==> src/rtl/lsu_mem_stage_if.sv <==
// Request/acknowledge bus between the MEM-stage LSU and the word-organised data SRAM.
interface lsu_mem_stage_if #(
    parameter int DM_ADDRESS = 9,
    parameter int DATA_W     = 32
) ();
    logic                  bus_req;
    logic                  bus_we;
    logic [DM_ADDRESS-1:0] bus_addr;
    logic [3:0]            bus_be;
    logic [DATA_W-1:0]     bus_wdata;
    logic [DATA_W-1:0]     bus_rdata;
    logic                  bus_ack;

    modport master (
        output bus_req, bus_we, bus_addr, bus_be, bus_wdata,
        input  bus_rdata, bus_ack
    );

    modport slave (
        input  bus_req, bus_we, bus_addr, bus_be, bus_wdata,
        output bus_rdata, bus_ack
    );
endinterface

==> src/rtl/lsu_mem_stage.sv <==
// RV32 MEM-stage load/store unit: drives a multi-cycle word SRAM, places store lanes,
// extends load data and holds the pipeline until the access completes or times out.
module lsu_mem_stage #(
    parameter int DM_ADDRESS = 9,
    parameter int DATA_W     = 32,
    parameter int TIMEOUT    = 16
) (
    input  logic                  clk,
    input  logic                  reset,
    input  logic                  mem_read,
    input  logic                  mem_write,
    input  logic [DM_ADDRESS-1:0] addr,
    input  logic [DATA_W-1:0]     wr_data,
    input  logic [2:0]            func3,
    output logic [DATA_W-1:0]     rd_data,
    output logic                  lsu_stall,
    output logic                  misalign,
    output logic                  timeout_err,
    lsu_mem_stage_if.master       bus
);

    typedef enum logic [1:0] {IDLE, BUSY, DONE} state_t;

    state_t            state, state_next;
    logic [7:0]        wait_cnt;
    logic [1:0]        acc_lane;
    logic [2:0]        acc_func3;
    logic              acc_load;

    logic              req_any, is_load, is_byte, is_half, misaligned;
    logic              start, timed_out;
    logic [3:0]        be_next;
    logic [DATA_W-1:0] wdata_next;

    // A store wins when both request bits are set.
    assign req_any    = mem_read | mem_write;
    assign is_load    = mem_read & ~mem_write;
    assign is_byte    = (func3[1:0] == 2'b00);
    assign is_half    = (func3[1:0] == 2'b01);
    assign misaligned = is_half ? addr[0] : (!is_byte && (addr[1:0] != 2'b00));
    assign timed_out  = (wait_cnt == 8'(TIMEOUT - 1)) && !bus.bus_ack;

    function automatic logic [31:0] load_extend(input logic [31:0] rdata,
                                                input logic [1:0]  lane,
                                                input logic [2:0]  f3);
        logic [7:0]  b;
        logic [15:0] h;
        case (lane)
            2'd0:    b = rdata[7:0];
            2'd1:    b = rdata[15:8];
            2'd2:    b = rdata[23:16];
            default: b = rdata[31:24];
        endcase
        h = lane[1] ? rdata[31:16] : rdata[15:0];
        case (f3)
            3'b000:  load_extend = {{24{b[7]}}, b};
            3'b100:  load_extend = {24'b0, b};
            3'b001:  load_extend = {{16{h[15]}}, h};
            3'b101:  load_extend = {16'b0, h};
            default: load_extend = rdata;
        endcase
    endfunction

    always_comb begin
        be_next    = 4'b1111;
        wdata_next = wr_data;
        if (is_byte) begin
            be_next    = 4'b0001 << addr[1:0];
            wdata_next = {4{wr_data[7:0]}};
        end else if (is_half) begin
            be_next    = addr[1] ? 4'b1100 : 4'b0011;
            wdata_next = {2{wr_data[15:0]}};
        end
    end

    always_ff @(posedge clk) begin
        if (reset) state <= IDLE;
        else       state <= state_next;
    end

    // DONE always returns to IDLE: the request still visible there is the one just finished.
    always_comb begin
        state_next = state;
        lsu_stall  = 1'b0;
        start      = 1'b0;
        case (state)
            IDLE: begin
                if (req_any && !misaligned) begin
                    lsu_stall  = 1'b1;
                    start      = 1'b1;
                    state_next = BUSY;
                end
            end
            BUSY: begin
                lsu_stall = 1'b1;
                if (bus.bus_ack || timed_out) state_next = DONE;
            end
            DONE:    state_next = IDLE;
            default: state_next = IDLE;
        endcase
    end

    always_ff @(posedge clk) begin
        if (reset) begin
            rd_data       <= '0;
            misalign      <= 1'b0;
            timeout_err   <= 1'b0;
            wait_cnt      <= '0;
            acc_lane      <= '0;
            acc_func3     <= '0;
            acc_load      <= 1'b0;
            bus.bus_req   <= 1'b0;
            bus.bus_we    <= 1'b0;
            bus.bus_addr  <= '0;
            bus.bus_be    <= '0;
            bus.bus_wdata <= '0;
        end else begin
            misalign    <= (state == IDLE) && req_any && misaligned;
            timeout_err <= (state == BUSY) && timed_out;

            if (start) begin
                bus.bus_req   <= 1'b1;
                bus.bus_we    <= mem_write;
                bus.bus_addr  <= {addr[DM_ADDRESS-1:2], 2'b00};
                bus.bus_be    <= be_next;
                bus.bus_wdata <= wdata_next;
                acc_lane      <= addr[1:0];
                acc_func3     <= func3;
                acc_load      <= is_load;
                wait_cnt      <= '0;
            end else if ((state == IDLE) && is_load && misaligned) begin
                rd_data <= '0;
            end

            if (state == BUSY) begin
                wait_cnt <= wait_cnt + 8'd1;
                if (bus.bus_ack) begin
                    bus.bus_req <= 1'b0;
                    if (acc_load) rd_data <= load_extend(bus.bus_rdata, acc_lane, acc_func3);
                end else if (timed_out) begin
                    bus.bus_req <= 1'b0;
                    if (acc_load) rd_data <= '0;
                end
            end
        end
    end

endmodule

==> src/flat_wrapper.sv <==
// flat-port wrapper written by rule: the top's interface ports become plain ports
module lsu_mem_stage_flat 
#(
    parameter int DM_ADDRESS = 9,
    parameter int DATA_W     = 32,
    parameter int TIMEOUT    = 16
)
  (clk, reset, mem_read, mem_write, addr, wr_data, func3, rd_data, lsu_stall, misalign, timeout_err, bus_bus_req, bus_bus_we, bus_bus_addr, bus_bus_be, bus_bus_wdata, bus_bus_rdata, bus_bus_ack);
  lsu_mem_stage_if #(.DM_ADDRESS(DM_ADDRESS), .DATA_W(DATA_W)) bus_i ();
  input  logic clk;
  input  logic reset;
  input  logic mem_read;
  input  logic mem_write;
  input  logic [DM_ADDRESS-1:0] addr;
  input  logic [DATA_W-1:0] wr_data;
  input  logic [2:0] func3;
  output logic [DATA_W-1:0] rd_data;
  output logic lsu_stall;
  output logic misalign;
  output logic timeout_err;
  output wire logic [$bits(bus_i.bus_req)-1:0] bus_bus_req;
  output wire logic [$bits(bus_i.bus_we)-1:0] bus_bus_we;
  output wire logic [$bits(bus_i.bus_addr)-1:0] bus_bus_addr;
  output wire logic [$bits(bus_i.bus_be)-1:0] bus_bus_be;
  output wire logic [$bits(bus_i.bus_wdata)-1:0] bus_bus_wdata;
  input wire logic [$bits(bus_i.bus_rdata)-1:0] bus_bus_rdata;
  input wire logic [$bits(bus_i.bus_ack)-1:0] bus_bus_ack;
  assign bus_bus_req = bus_i.bus_req;
  assign bus_bus_we = bus_i.bus_we;
  assign bus_bus_addr = bus_i.bus_addr;
  assign bus_bus_be = bus_i.bus_be;
  assign bus_bus_wdata = bus_i.bus_wdata;
  assign bus_i.bus_rdata = bus_bus_rdata;
  assign bus_i.bus_ack = bus_bus_ack;
  lsu_mem_stage #(.DM_ADDRESS(DM_ADDRESS), .DATA_W(DATA_W), .TIMEOUT(TIMEOUT)) u_core (.clk(clk), .reset(reset), .mem_read(mem_read), .mem_write(mem_write), .addr(addr), .wr_data(wr_data), .func3(func3), .rd_data(rd_data), .lsu_stall(lsu_stall), .misalign(misalign), .timeout_err(timeout_err), .bus(bus_i));
endmodule
==> config.mk <==
export PLATFORM = sky130hd
export DESIGN_NAME = lsu_mem_stage_flat
export DESIGN_NICKNAME = d
export VERILOG_FILES = /design/src/rtl/lsu_mem_stage_if.sv /design/src/rtl/lsu_mem_stage.sv /design/src/flat_wrapper.sv
export SDC_FILE = /design/constraint.sdc
export NUM_CORES = 1
export LEC_CHECK = 0
export ABC_AREA = 1
export CAP_MARGIN = 40
export CORE_MARGIN = 5
export CORE_UTILIZATION = 46
export CTS_BUF_LIST = sky130_fd_sc_hd__clkbuf_16
export CTS_CLUSTER_DIAMETER = 200
export CTS_CLUSTER_SIZE = 28
export DETAILED_ROUTE_END_ITERATION = 16
export PLACE_DENSITY = 0.88
export SYNTH_ARGS = -nofsm -noshare
export SYNTH_HDL_FRONTEND = slang
export SYNTH_SLANG_ARGS = --single-unit
==> constraint.sdc <==
create_clock -name clk -period 2 [get_ports clk]
set_input_delay 0.5 -clock clk [delete_from_list [all_inputs] [get_ports clk]]
set_output_delay 0.5 -clock clk [all_outputs]
set_load 0.01 [all_outputs]
Yosys cells after proc, flatten, opt, wreduce, memory -nomap -nowiden
Cells that the tools add are included.
Storage, ports and cells
  logic and storage cells: 75
  ROM bits: 0
  output and inout port bits: 82
  memory bits (writable): 0
  flip-flop bits (word level): 95
  latch bits: 0
  bits of input ports: 81
  memories: 0
Operators by class
  add/subtract/negate cells: 1
  multiply operators: 0
  equal/unequal tests: 10
  shift operators: 1
  order comparisons: 0
  bitwise gates (word level): 3
  div/mod/pow operators: 0
  mux-type cells: 28
  reduce and logical (&&, ||, !) cells: 19
Operators with widths (number)
  $mux W32: 9
  $pmux W32 S4: 1
  $pmux W8 S3: 1
  $mux W16: 1
  $mux W8: 2
  $mux W4: 3
  $add A8 B1 Y8 const B: 1
  $eq A8 B4 Y1 const B: 1
  $logic_and A1 B1 Y1: 8
  $mux W1: 7
  $eq A2 B1 Y1 const B: 3
  $eq A3 B3 Y1 const B: 2
  $logic_not A2 Y1: 3
  $mux W2: 2
  $ne A2 B1 Y1 const B: 2
  $pmux W2 S2: 1
  $reduce_bool A2 Y1: 2
  $shl A1 B2 Y4 const A: 1
  $eq A3 B1 Y1 const B: 1
  $logic_not A1 Y1: 3
  $logic_not A3 Y1: 1
  $eq A2 B2 Y1 const B: 1
  $pmux W1 S2: 1
  $reduce_and A2 Y1: 1
  4 further kinds: 4

Logic depth before layout (Yosys ltp)
Gate-level depths: netlist (run 1).
  depth after elaboration: 13
  mapped depth: 11
  depth with buffers taken out: 9

Worst setup path after synthesis (run 1)
OpenSTA, ideal clock, no wires.
  path type: input to register
  start: input func3[1]
  end: register u_core.rd_data[26]
  arrival time: 1486 ps
  stages: 11
  path slack: 387 ps
  required time: 1873 ps
  library setup time: 127 ps
  path through: buf_2 > inv_2 > nand2_1 > o21ai_2 > or2_1 > buf_2 > buf_6 > nand2_1 > nand2_1 > nand2_1 > a21oi_2
On the way
  word-level cells in the longest chain between the ends: 13
RTL lines
  from (decl): RTL line flat_wrapper.sv:16  | input logic [2:0] func3;
  $logic_not A2 Y1: RTL line lsu_mem_stage.sv:38  | assign is_byte = (func3[1:0] == 2'b00);
  $logic_not A1 Y1: RTL line lsu_mem_stage.sv:40  | assign misaligned = is_half ? addr[0] : (!is_byte && (addr[1:0] != 2'b00));
  $logic_and A1 B1 Y1: RTL line lsu_mem_stage.sv:40
  $mux W1 (*): RTL line lsu_mem_stage.sv:40
  $logic_not A1 Y1: RTL line lsu_mem_stage.sv:88  | if (req_any && !misaligned) begin
  $logic_and A1 B1 Y1: RTL line lsu_mem_stage.sv:88
  $mux W1: RTL line lsu_mem_stage.sv:88
  $mux W1: RTL line lsu_mem_stage.sv:86  | case (state)
  $mux W32 (*): RTL line lsu_mem_stage.sv:121  | if (start) begin
  $mux W32: RTL line lsu_mem_stage.sv:142  | if (acc_load) rd_data <= '0;
  $mux W32: RTL line lsu_mem_stage.sv:140  | end else if (timed_out) begin
  $mux W32: RTL line lsu_mem_stage.sv:137  | if (bus.bus_ack) begin
  $mux W32 (*): RTL line lsu_mem_stage.sv:135  | if (state == BUSY) begin
  to (signal assigned): RTL line lsu_mem_stage.sv:139  | if (acc_load) rd_data <= load_extend(bus.bus_rdata, acc_lane, acc_func3);
  to (decl): RTL line lsu_mem_stage.sv:15  | output logic [DATA_W-1:0] rd_data,
Every way passes the cells marked *; elsewhere a longest branch is shown, timed or not.
A chain may end at the register's enable or synchronous reset.

Worst setup path after layout (run 1)
  start: input addr[1]
  end: output lsu_stall
On the way
  word-level cells in the longest chain between the ends: 7
RTL lines
  from (decl): RTL line flat_wrapper.sv:14  | input logic [DM_ADDRESS-1:0] addr;
  $reduce_bool A2 Y1: RTL line lsu_mem_stage.sv:40
  $logic_and A1 B1 Y1: RTL line lsu_mem_stage.sv:40
  $mux W1: RTL line lsu_mem_stage.sv:40
  $logic_not A1 Y1: RTL line lsu_mem_stage.sv:88
  $logic_and A1 B1 Y1: RTL line lsu_mem_stage.sv:88
  $mux W1: RTL line lsu_mem_stage.sv:88
  $pmux W1 S2: RTL line lsu_mem_stage.sv:86
  to (decl): RTL line flat_wrapper.sv:18  | output logic lsu_stall;
Every way passes these cells.

==> results of run 1 <==
cell usage after synthesis:
library cell	count
sky130_fd_sc_hd__nand2_1	240
sky130_fd_sc_hd__dfxtp_1	95
sky130_fd_sc_hd__nor2_1	82
sky130_fd_sc_hd__o21ai_0	60
sky130_fd_sc_hd__nand3_1	54
sky130_fd_sc_hd__a21oi_1	52
sky130_fd_sc_hd__inv_1	42
sky130_fd_sc_hd__a31oi_1	19
sky130_fd_sc_hd__clkbuf_1	17
sky130_fd_sc_hd__buf_2	16
sky130_fd_sc_hd__buf_4	10
sky130_fd_sc_hd__o211ai_1	7
sky130_fd_sc_hd__buf_6	6
sky130_fd_sc_hd__nand2_2	5
sky130_fd_sc_hd__a21oi_2	3
sky130_fd_sc_hd__inv_2	3
sky130_fd_sc_hd__a211oi_1	2
sky130_fd_sc_hd__nor2_2	2
sky130_fd_sc_hd__o22ai_1	2
sky130_fd_sc_hd__and2_1	1
sky130_fd_sc_hd__and3_1	1
sky130_fd_sc_hd__clkinv_1	1
sky130_fd_sc_hd__conb_1	1
sky130_fd_sc_hd__ha_1	1
sky130_fd_sc_hd__nand3b_1	1
sky130_fd_sc_hd__nand4_1	1
sky130_fd_sc_hd__nor2_4	1
sky130_fd_sc_hd__nor3_1	1
sky130_fd_sc_hd__nor4_1	1
sky130_fd_sc_hd__o21a_1	1
sky130_fd_sc_hd__o21ai_2	1
sky130_fd_sc_hd__or2_1	1
sky130_fd_sc_hd__or2_2	1
cells by family (layout without fill, tap and decap cells):
| family | after synthesis | count (layout) | synth area share, % |
|---|---|---|---|
| buffers and inverters | 95 | 255 | 9.64 |
| adders and majority gates | 1 | 1 | 0.263 |
| AOI/OAI and AO/OA | 147 | 147 | 16.8 |
| other | 1 | 2 | 0.0787 |
| DFF | 95 | 95 | 39.9 |
| and+or+nand+nor | 392 | 392 | 33.3 |
cell type report:
| class | count | area (um2) |
|---|---|---|
| Tap cell | 136 | 170 |
| Clock inverter | 7 | 66.3 |
| Sequential cell | 95 | 1900 |
| Multi-Input combinational cell | 542 | 2420 |
| Fill cell | 868 | 3330 |
| Clock buffer | 9 | 225 |
| Inverter | 46 | 173 |
| Timing Repair Buffer | 193 | 1950 |
flip-flops by register name, indices dropped and copies added, names as in the netlist:
name,flops
u_core.acc_lane,2
u_core.bus.bus_wdata,32
u_core.bus.bus_we,1
u_core.wait_cnt,8
u_core.state,2
u_core.misalign,1
u_core.bus.bus_addr,7
u_core.bus.bus_req,1
u_core.rd_data,32
u_core.timeout_err,1
u_core.bus.bus_be,4
u_core.acc_func3,3
u_core.acc_load,1
critical path, delay by kind of cell:
| kind | cells | cell delay, ns |
|---|---|---|
| buffers and inverters | 2 | 0.57 |
| AOI/OAI and AO/OA | 1 | 0.19 |
| and+or+nand+nor | 2 | 0.18 |
per-layer routing:
layer  wire length (um)  share of wire [%]  track usage (%)
met2               6760                 46             37.6
met4                261                1.8             6.57
met3               1710                 12             9.18
met5                  0                  0                0
met1               5990                 41             27.2
timing repair:
item	CTS	global route
buffers inserted	0	0
resized for setup	8	10
endpoints found under the hold margin	0	0
pin swaps	2	2
endpoints found under the setup margin	46	33
power by group:
part | switching (W) | internal [W] | leakage, nW
combinational | 0.000614 | 0.000574 | 2.21
sequential | 0.0000774 | 0.00202 | 0.777
clock | 0.000821 | 0.000873 | 0.146
final timing paths:
kind	start	to	slack, ns	cells past startpoint
hold reg to reg	u_core.bus.bus_be[0]	u_core.bus.bus_be[0]	0.47	2
hold / removal	u_core.bus.bus_be[0]	u_core.bus.bus_be[0]	0.47	2
setup / recovery	addr[1]	lsu_stall	0.06	5
setup reg to reg	u_core.wait_cnt[0]	u_core.rd_data[25]	0.29	7
per-stage QoR:
stage          area [um2]  setup WS, ns  util [%]
6_report             6900        0.0577      67.5
5_1_grt              6900       0.00796      67.5
3_5_place_dp         6590        -0.482      64.4
3_3_place_gp         6590        -0.401      64.4
2_1_floorplan        4770         0.387         -
4_1_cts              6870        0.0144      67.2
==> summary.json, run 1 <==
{
  "rsz_0062_raised_after_global_routing": {"value": "false"},
  "cpMaxStageDelayCell": {"value": "sky130_fd_sc_hd__clkdlybuf4s50_1"},
  "root_cell_of_the_clock_tree": {"value": "sky130_fd_sc_hd__clkbuf_16"},
  "synth_top_cell_area_share": {"value": 39.9, "unit": "%"},
  "min-delay-path-class": {"value": "flip-flop to flip-flop"},
  "gp_congestion": {"value": 0.920},
  "drt_first_pass_iters": {"value": 5},
  "holdWs": {"value": 0.468, "unit": "ns"},
  "clock_path_buffers": {"value": 2},
  "layout-drive-gt1-share": {"value": 7.85, "unit": "%"},
  "floorplan.io_pins": {"value": 163},
  "design.final.nets": {"value": 969},
  "syn_inst": {"value": 731},
  "tightest_slew": {"value": 0.568, "unit": "ns"},
  "maximum_number_of_pins_on_one_net_before_global_route_repair": {"value": 75},
  "finClkSkew": {"value": 0.00687, "unit": "ns"},
  "placed_instances": {"value": 1012},
  "dpl.hpwl": {"value": 10500, "unit": "um"},
  "setup_total_neg_slack": {"value": 0, "unit": "ns"},
  "grt_pass1_vias": {"value": 4939},
  "fin_total_pwr": {"value": 0.00498, "unit": "W"},
  "placeableCoreArea": {"value": 10200, "unit": "um2"},
  "viasPerCell": {"value": 5.17},
  "leakagePower": {"value": 3.14, "unit": "nW"},
  "ir_worst_vdd": {"value": 464, "unit": "uV"},
  "setup.worst_path.end_class": {"value": "primary output"},
  "worstSetupPathType": {"value": "input pin to primary output"},
  "clock_latency_on_the_worst_skew_pair": {"value": 0.34, "unit": "ns"},
  "ant_nets": {"value": 0},
  "commonest_cells_after_routing_fill_and_taps_aside": {"value": "238 x sky130_fd_sc_hd__nand2_1, 154 x sky130_fd_sc_hd__clkdlybuf4s50_1, 95 x sky130_fd_sc_hd__dfxtp_1"},
  "totalWireLength": {"value": 14700, "unit": "um"},
  "clock_tree_from_tritoncts": {"value": "yes"},
  "routedWlPerCell": {"value": 14.3, "unit": "um"},
  "number_of_h_tree_branching_levels": {"value": 3},
  "synth.distinct_cells": {"value": 33},
  "grt_overflow_total": {"value": 0},
  "critical_path.startpoint_type": {"value": "input pin"},
  "period_needed": {"value": 1.94, "unit": "ns"},
  "dieHeight": {"value": 112, "unit": "um"},
  "maxSlewViolCount": {"value": 0},
  "synth-seq-area-share": {"value": 39.9, "unit": "%"},
  "detail_route.drc_violations": {"value": 0},
  "drt_first_iter_violations": {"value": 345},
  "total_vias_in_the_final_route": {"value": 5318},
  "final_common_cell": {"value": "sky130_fd_sc_hd__nand2_1"},
  "critical_path_peak_fanout": {"value": 2},
  "cts.hold.buffers_added": {"value": 0},
  "relSlewSlack": {"value": 62.0, "unit": "%"},
  "timing.critical_path.slowest_cell_delay": {"value": 0.47, "unit": "ns"},
  "critical_path.cell_chain": {"value": "clkdlybuf4s50_1, o21ai_2, nand2_2, nand2_2, buf_6"},
  "synth_top_cells_by_area": {"value": "sky130_fd_sc_hd__dfxtp_1 40%, sky130_fd_sc_hd__nand2_1 19%, sky130_fd_sc_hd__nor2_1 6.5%, sky130_fd_sc_hd__o21ai_0 6.3%, sky130_fd_sc_hd__nand3_1 5.7%"},
  "cts.sink_count": {"value": 95},
  "grt.total_usage": {"value": 22.7, "unit": "%"},
  "number_of_antenna_violations_at_the_first_check_in_global_routing": {"value": 0},
  "max_freq": {"value": 0.515, "unit": "GHz"},
  "cp_common_cell": {"value": "sky130_fd_sc_hd__nand2_2"},
  "placement.io_buffers": {"value": 160},
  "die_width": {"value": 112, "unit": "um"},
  "grt_pass1_wl": {"value": 23600, "unit": "um"},
  "layout-area-overhead-vs-synth": {"value": 44.9, "unit": "%"},
  "synthDominantAreaCellType": {"value": "sky130_fd_sc_hd__dfxtp_1"},
  "synth-warning-count": {"value": 0},
  "number_of_antenna_repair_diodes": {"value": 0},
  "maxCapViolations": {"value": 0},
  "setup_viol_count_final": {"value": 0},
  "power-per-cell-area": {"value": 721, "unit": "nW/um2"},
  "die_area": {"value": 12500, "unit": "um2"},
  "outcome": {"value": "completed"},
  "finalCritPeriodShare": {"value": 97.1, "unit": "%"},
  "finalHoldViolations": {"value": 0},
  "worst-endpoint-required": {"value": 1.50, "unit": "ns"},
  "worst_setup_hold_path_clk_slew": {"value": 0.07, "unit": "ns"},
  "postSynthRegisterBits": {"value": 95},
  "initial_cell_density_of_the_core": {"value": 46.6, "unit": "%"},
  "instances_no_fill": {"value": 1028},
  "cts_inserted_buffers": {"value": 9},
  "netlist_area_before_placement": {"value": 4760, "unit": "um2"},
  "num_rows": {"value": 37},
  "cp_data_arrival_time": {"value": 1.44, "unit": "ns"},
  "synthesis.area_per_instance": {"value": 6.52, "unit": "um2"}
}
No activity file was read; power rests on OpenSTA's default activity.
==> inputs of run 2 (changes only) <==
Settings changed: CORE_UTILIZATION 46 to 41, PLACE_DENSITY 0.88 to 0.83.
Clock period 2 ns to 1.6 ns, I/O delays scaled along.
==> summary.json, run 2 (synthesized netlist as in run 1, its figures left out) <==
{
  "grt_pass1_vias": {"value": 5369, "change": "+8.7%"},
  "placement.cell_area": {"value": 6770, "unit": "um2", "change": "+2.8%"},
  "period_needed": {"value": 1.61, "unit": "ns"},
  "num_rows": {"value": 39, "change": "+5.4%"},
  "viasPerCell": {"value": 5.22, "change": "+0.85%"},
  "maxCapViolations": {"value": 0, "change": "unchanged"},
  "layout-area-overhead-vs-synth": {"value": 50.0, "unit": "%"},
  "root_cell_of_the_clock_tree": {"value": "sky130_fd_sc_hd__clkbuf_16"},
  "outcome": {"value": "finished, violations left"},
  "detail_route.drc_violations": {"value": 0, "change": "unchanged"},
  "failing_checks": {"value": "setup timing"},
  "grt_pass1_wl": {"value": 25800, "unit": "um", "change": "+9.3%"},
  "layout-drive-gt1-share": {"value": 12.8, "unit": "%", "change": "+5.0 points"},
  "setup.reg_to_reg.worst_slack": {"value": 0.01, "unit": "ns", "change": "-0.28 ns"},
  "min_to": {"value": "u_core.bus.bus_wdata[31]"},
  "worst_setup_hold_path_clk_slew": {"value": 0.07, "unit": "ns", "change": "about the same"},
  "clock_tree_from_tritoncts": {"value": "yes"},
  "dieHeight": {"value": 118, "unit": "um", "change": "+5.4%"},
  "switching_power_share_of_the_total": {"value": 31.2, "unit": "%", "change": "+0.78 points"},
  "min-delay-path-class": {"value": "flip-flop to flip-flop"},
  "setup_viol_count_final": {"value": 1, "change": "+1"},
  "rr_startpoint": {"value": "u_core.state[0]"},
  "ff2ff_path_depth": {"value": 12, "change": "+5"},
  "critical_path.cell_chain": {"value": "inv_2, buf_6, nor2_4, inv_2, nand2_2, buf_6"},
  "worst_hold_startpoint": {"value": "u_core.bus.bus_wdata[31]"},
  "timing.final.ws_setup": {"value": -0.0112, "unit": "ns", "change": "-0.0689 ns"},
  "worstSetupPathType": {"value": "flip-flop to primary output"},
  "critical_path.top_delay_family": {"value": "flip-flops"},
  "min_delay_path_depth": {"value": 2, "change": "unchanged"},
  "cts.hold.buffers_added": {"value": 0, "change": "unchanged"},
  "die_area": {"value": 13900, "unit": "um2", "change": "+11%"},
  "placement.io_buffers": {"value": 160, "change": "unchanged"},
  "grt_overflow_total": {"value": 0, "change": "unchanged"},
  "power_frac_comb": {"value": 24.8, "unit": "%", "change": "+0.9 points"},
  "design.final.nets": {"value": 999, "change": "+3.1%"},
  "cts.sink_count": {"value": 95, "change": "unchanged"},
  "initial_cell_density_of_the_core": {"value": 41.7, "unit": "%", "change": "-4.8 points"},
  "cp_data_arrival_time": {"value": 1.21, "unit": "ns", "change": "-0.23 ns"},
  "die_width": {"value": 118, "unit": "um", "change": "+5.4%"},
  "rsz_0062_raised_after_global_routing": {"value": "true"},
  "max_freq": {"value": 0.621, "unit": "GHz"},
  "crit_buf_inv": {"value": 4, "change": "+2"},
  "cts_inserted_buffers": {"value": 9, "change": "unchanged"},
  "cpMaxStageDelayCell": {"value": "sky130_fd_sc_hd__dfxtp_2"},
  "power_frac_clock": {"value": 33.8, "unit": "%", "change": "-0.2 points"},
  "drt_first_iter_violations": {"value": 356, "change": "+3.2%"},
  "critical_path_peak_fanout": {"value": 2, "change": "unchanged"},
  "clock_path_buffers": {"value": 2, "change": "unchanged"},
  "intPower": {"value": 0.00434, "unit": "W", "change": "+25%"},
  "totalWireLength": {"value": 16000, "unit": "um", "change": "+8.6%"},
  "worst-endpoint-required": {"value": 1.20, "unit": "ns", "change": "-0.30 ns"},
  "drt_first_pass_iters": {"value": 5, "change": "unchanged"},
  "placement.setup.worst_slack": {"value": -0.633, "unit": "ns", "change": "-0.151 ns"},
  "reg_top3": {"value": "u_core.bus.bus_wdata: 32 flops, u_core.rd_data: 32 flops, u_core.wait_cnt: 8 flops"},
  "critical_path.startpoint_type": {"value": "flip-flop"},
  "timing.rr.end": {"value": "u_core.bus.bus_be[0]"},
  "number_of_antenna_repair_diodes": {"value": 0, "change": "unchanged"},
  "finClkSkew": {"value": 0.0121, "unit": "ns", "change": "+0.00518 ns"},
  "leakagePower": {"value": 3.59, "unit": "nW", "change": "+14%"},
  "routedWlPerCell": {"value": 15.0, "unit": "um", "change": "+4.8%"},
  "power.net_switching": {"value": 0.00196, "unit": "W", "change": "+30%"},
  "maximum_number_of_pins_on_one_net_before_global_route_repair": {"value": 62, "change": "-17%"},
  "maxSlewViolCount": {"value": 0, "change": "unchanged"},
  "setup.worst_path.end_class": {"value": "primary output"},
  "total_vias_in_the_final_route": {"value": 5556, "change": "+4.5%"},
  "number_of_antenna_violations_at_the_first_check_in_global_routing": {"value": 0, "change": "unchanged"},
  "dpl.hpwl": {"value": 11100, "unit": "um", "change": "+6.1%"},
  "finish.utilization": {"value": 62.6, "unit": "%", "change": "-4.9 points"},
  "final_common_cell": {"value": "sky130_fd_sc_hd__nand2_1"},
  "finalHoldViolations": {"value": 0, "change": "unchanged"},
  "seq_power_share": {"value": 41.4, "unit": "%", "change": "-0.7 points"},
  "finalCritPeriodShare": {"value": 101, "unit": "%"},
  "timing.critical_path.slowest_cell_delay": {"value": 0.32, "unit": "ns", "change": "-0.15 ns"},
  "ant_nets": {"value": 0, "change": "unchanged"},
  "number_of_h_tree_branching_levels": {"value": 3, "change": "unchanged"},
  "power-per-cell-area": {"value": 883, "unit": "nW/um2", "change": "+22%"},
  "gp_congestion": {"value": 0.892, "change": "-3.1%"},
  "grt.total_usage": {"value": 22.4, "unit": "%", "change": "-0.34 points"},
  "commonest_cells_after_routing_fill_and_taps_aside": {"value": "236 x sky130_fd_sc_hd__nand2_1, 92 x sky130_fd_sc_hd__dfxtp_1, 85 x sky130_fd_sc_hd__dlygate4sd2_1"},
  "placeableCoreArea": {"value": 11400, "unit": "um2", "change": "+12%"},
  "clock_latency_on_the_worst_skew_pair": {"value": 0.36, "unit": "ns", "change": "+0.02 ns"},
  "floorplan.io_pins": {"value": 163, "change": "unchanged"},
  "finalInstanceArea": {"value": 7140, "unit": "um2", "change": "+3.5%"},
  "ir_worst_vdd": {"value": 703, "unit": "uV", "change": "+51%"}
}
run 2: changes by cell type in the layout (fill, tap and decap cells not counted), moves of 3 or more:
cell / previous run / this run
sky130_fd_sc_hd__inv_1: 41 / 36
sky130_fd_sc_hd__buf_12: 8 / 11
sky130_fd_sc_hd__inv_6: 2 / 5
sky130_fd_sc_hd__inv_2: 4 / 8
sky130_fd_sc_hd__nor2_4: 1 / 6
sky130_fd_sc_hd__clkdlybuf4s50_1: 154 / 74
sky130_fd_sc_hd__dfxtp_1: 95 / 92
sky130_fd_sc_hd__nor2_1: 80 / 76
sky130_fd_sc_hd__dfxtp_2: 0 / 3
sky130_fd_sc_hd__dlygate4sd2_1: 3 / 85
sky130_fd_sc_hd__buf_4: 25 / 50
run 2: worst max-delay path by stage:
stage / start / to / cells after the start / slack (ns)
after floorplan: func3[1] / u_core.rd_data[26] / 11 / 0.09
after global placement: func3[1] / lsu_stall / 7 / -0.63
after detailed placement: func3[1] / lsu_stall / 7 / -0.63
after CTS: u_core.state[1] / lsu_stall / 6 / -0.06
after global routing: u_core.state[0] / lsu_stall / 6 / -0.09
final: u_core.state[0] / lsu_stall / 6 / -0.01
run 2: what timing repair did:
action,4_1_cts,5_1_grt
endpoints found under the setup margin,146,65
cloned,0,1
buffers inserted,6,3
gates resized for setup,92,30
pin swaps,3,2
run 2: stage by stage:
stage               instances  total power (W)  setup TNS, ns  hold WS (ns)
floorplan                 732          0.00340              0         0.454
global placement         1039          0.00419         -36.19         0.453
detailed placement       1039          0.00421         -37.80         0.474
CTS                      1061          0.00624        -0.0582         0.482
global route             1065          0.00662         -0.152         0.498
finish                   1065          0.00631        -0.0112         0.476
run 2: layout make-up:
cell class | count | area, um2
well taps | 143 | 179
flip-flops and latches | 95 | 1910
repair buffers | 223 | 2130
clock buffers | 9 | 225
multi-input cells | 542 | 2470
fillers | 1032 | 4280
clock inverters | 7 | 60.1
inverters | 46 | 176
run 2: routing by layer:
layer / vias to the layer above / part of all wire [%] / GRT usage [%]
met5: - / 0 / 0
met4: 0 / 3.1 / 9.96
met3: 36 / 12 / 8.89
met2: 300 / 46 / 36.1
met1: 2492 / 39 / 26.2
li1: 2728 / - / -
run 2: worst register-to-register path: stages (launching register included):
cell,delay (ns)
sky130_fd_sc_hd__dfxtp_2,0.32
sky130_fd_sc_hd__inv_2,0.04
sky130_fd_sc_hd__nand2_2,0.10
sky130_fd_sc_hd__nor2_4,0.04
sky130_fd_sc_hd__buf_4,0.12
sky130_fd_sc_hd__buf_4,0.12
sky130_fd_sc_hd__buf_4,0.12
sky130_fd_sc_hd__buf_4,0.12
sky130_fd_sc_hd__buf_4,0.12
sky130_fd_sc_hd__buf_4,0.12
sky130_fd_sc_hd__buf_4,0.12
sky130_fd_sc_hd__nand3_1,0.06
sky130_fd_sc_hd__a21oi_1,0.07
run 2: power groups by stage:
stage	Sequential, W	Combinational, W	Clock [W]
finish	0.00261	0.00157	0.00213
global route	0.00263	0.00172	0.00227
CTS	0.00261	0.00148	0.00215
detailed placement	0.00266	0.00154	0
global placement	0.00266	0.00154	0
floorplan	0.00272	0.000685	0
==> inputs of run 3 (changes only) <==
Settings changed: CTS_CLUSTER_SIZE 28 to 12.
==> results of run 3 <==
The final DEF is identical to that of run 2; final timing and power are the same.
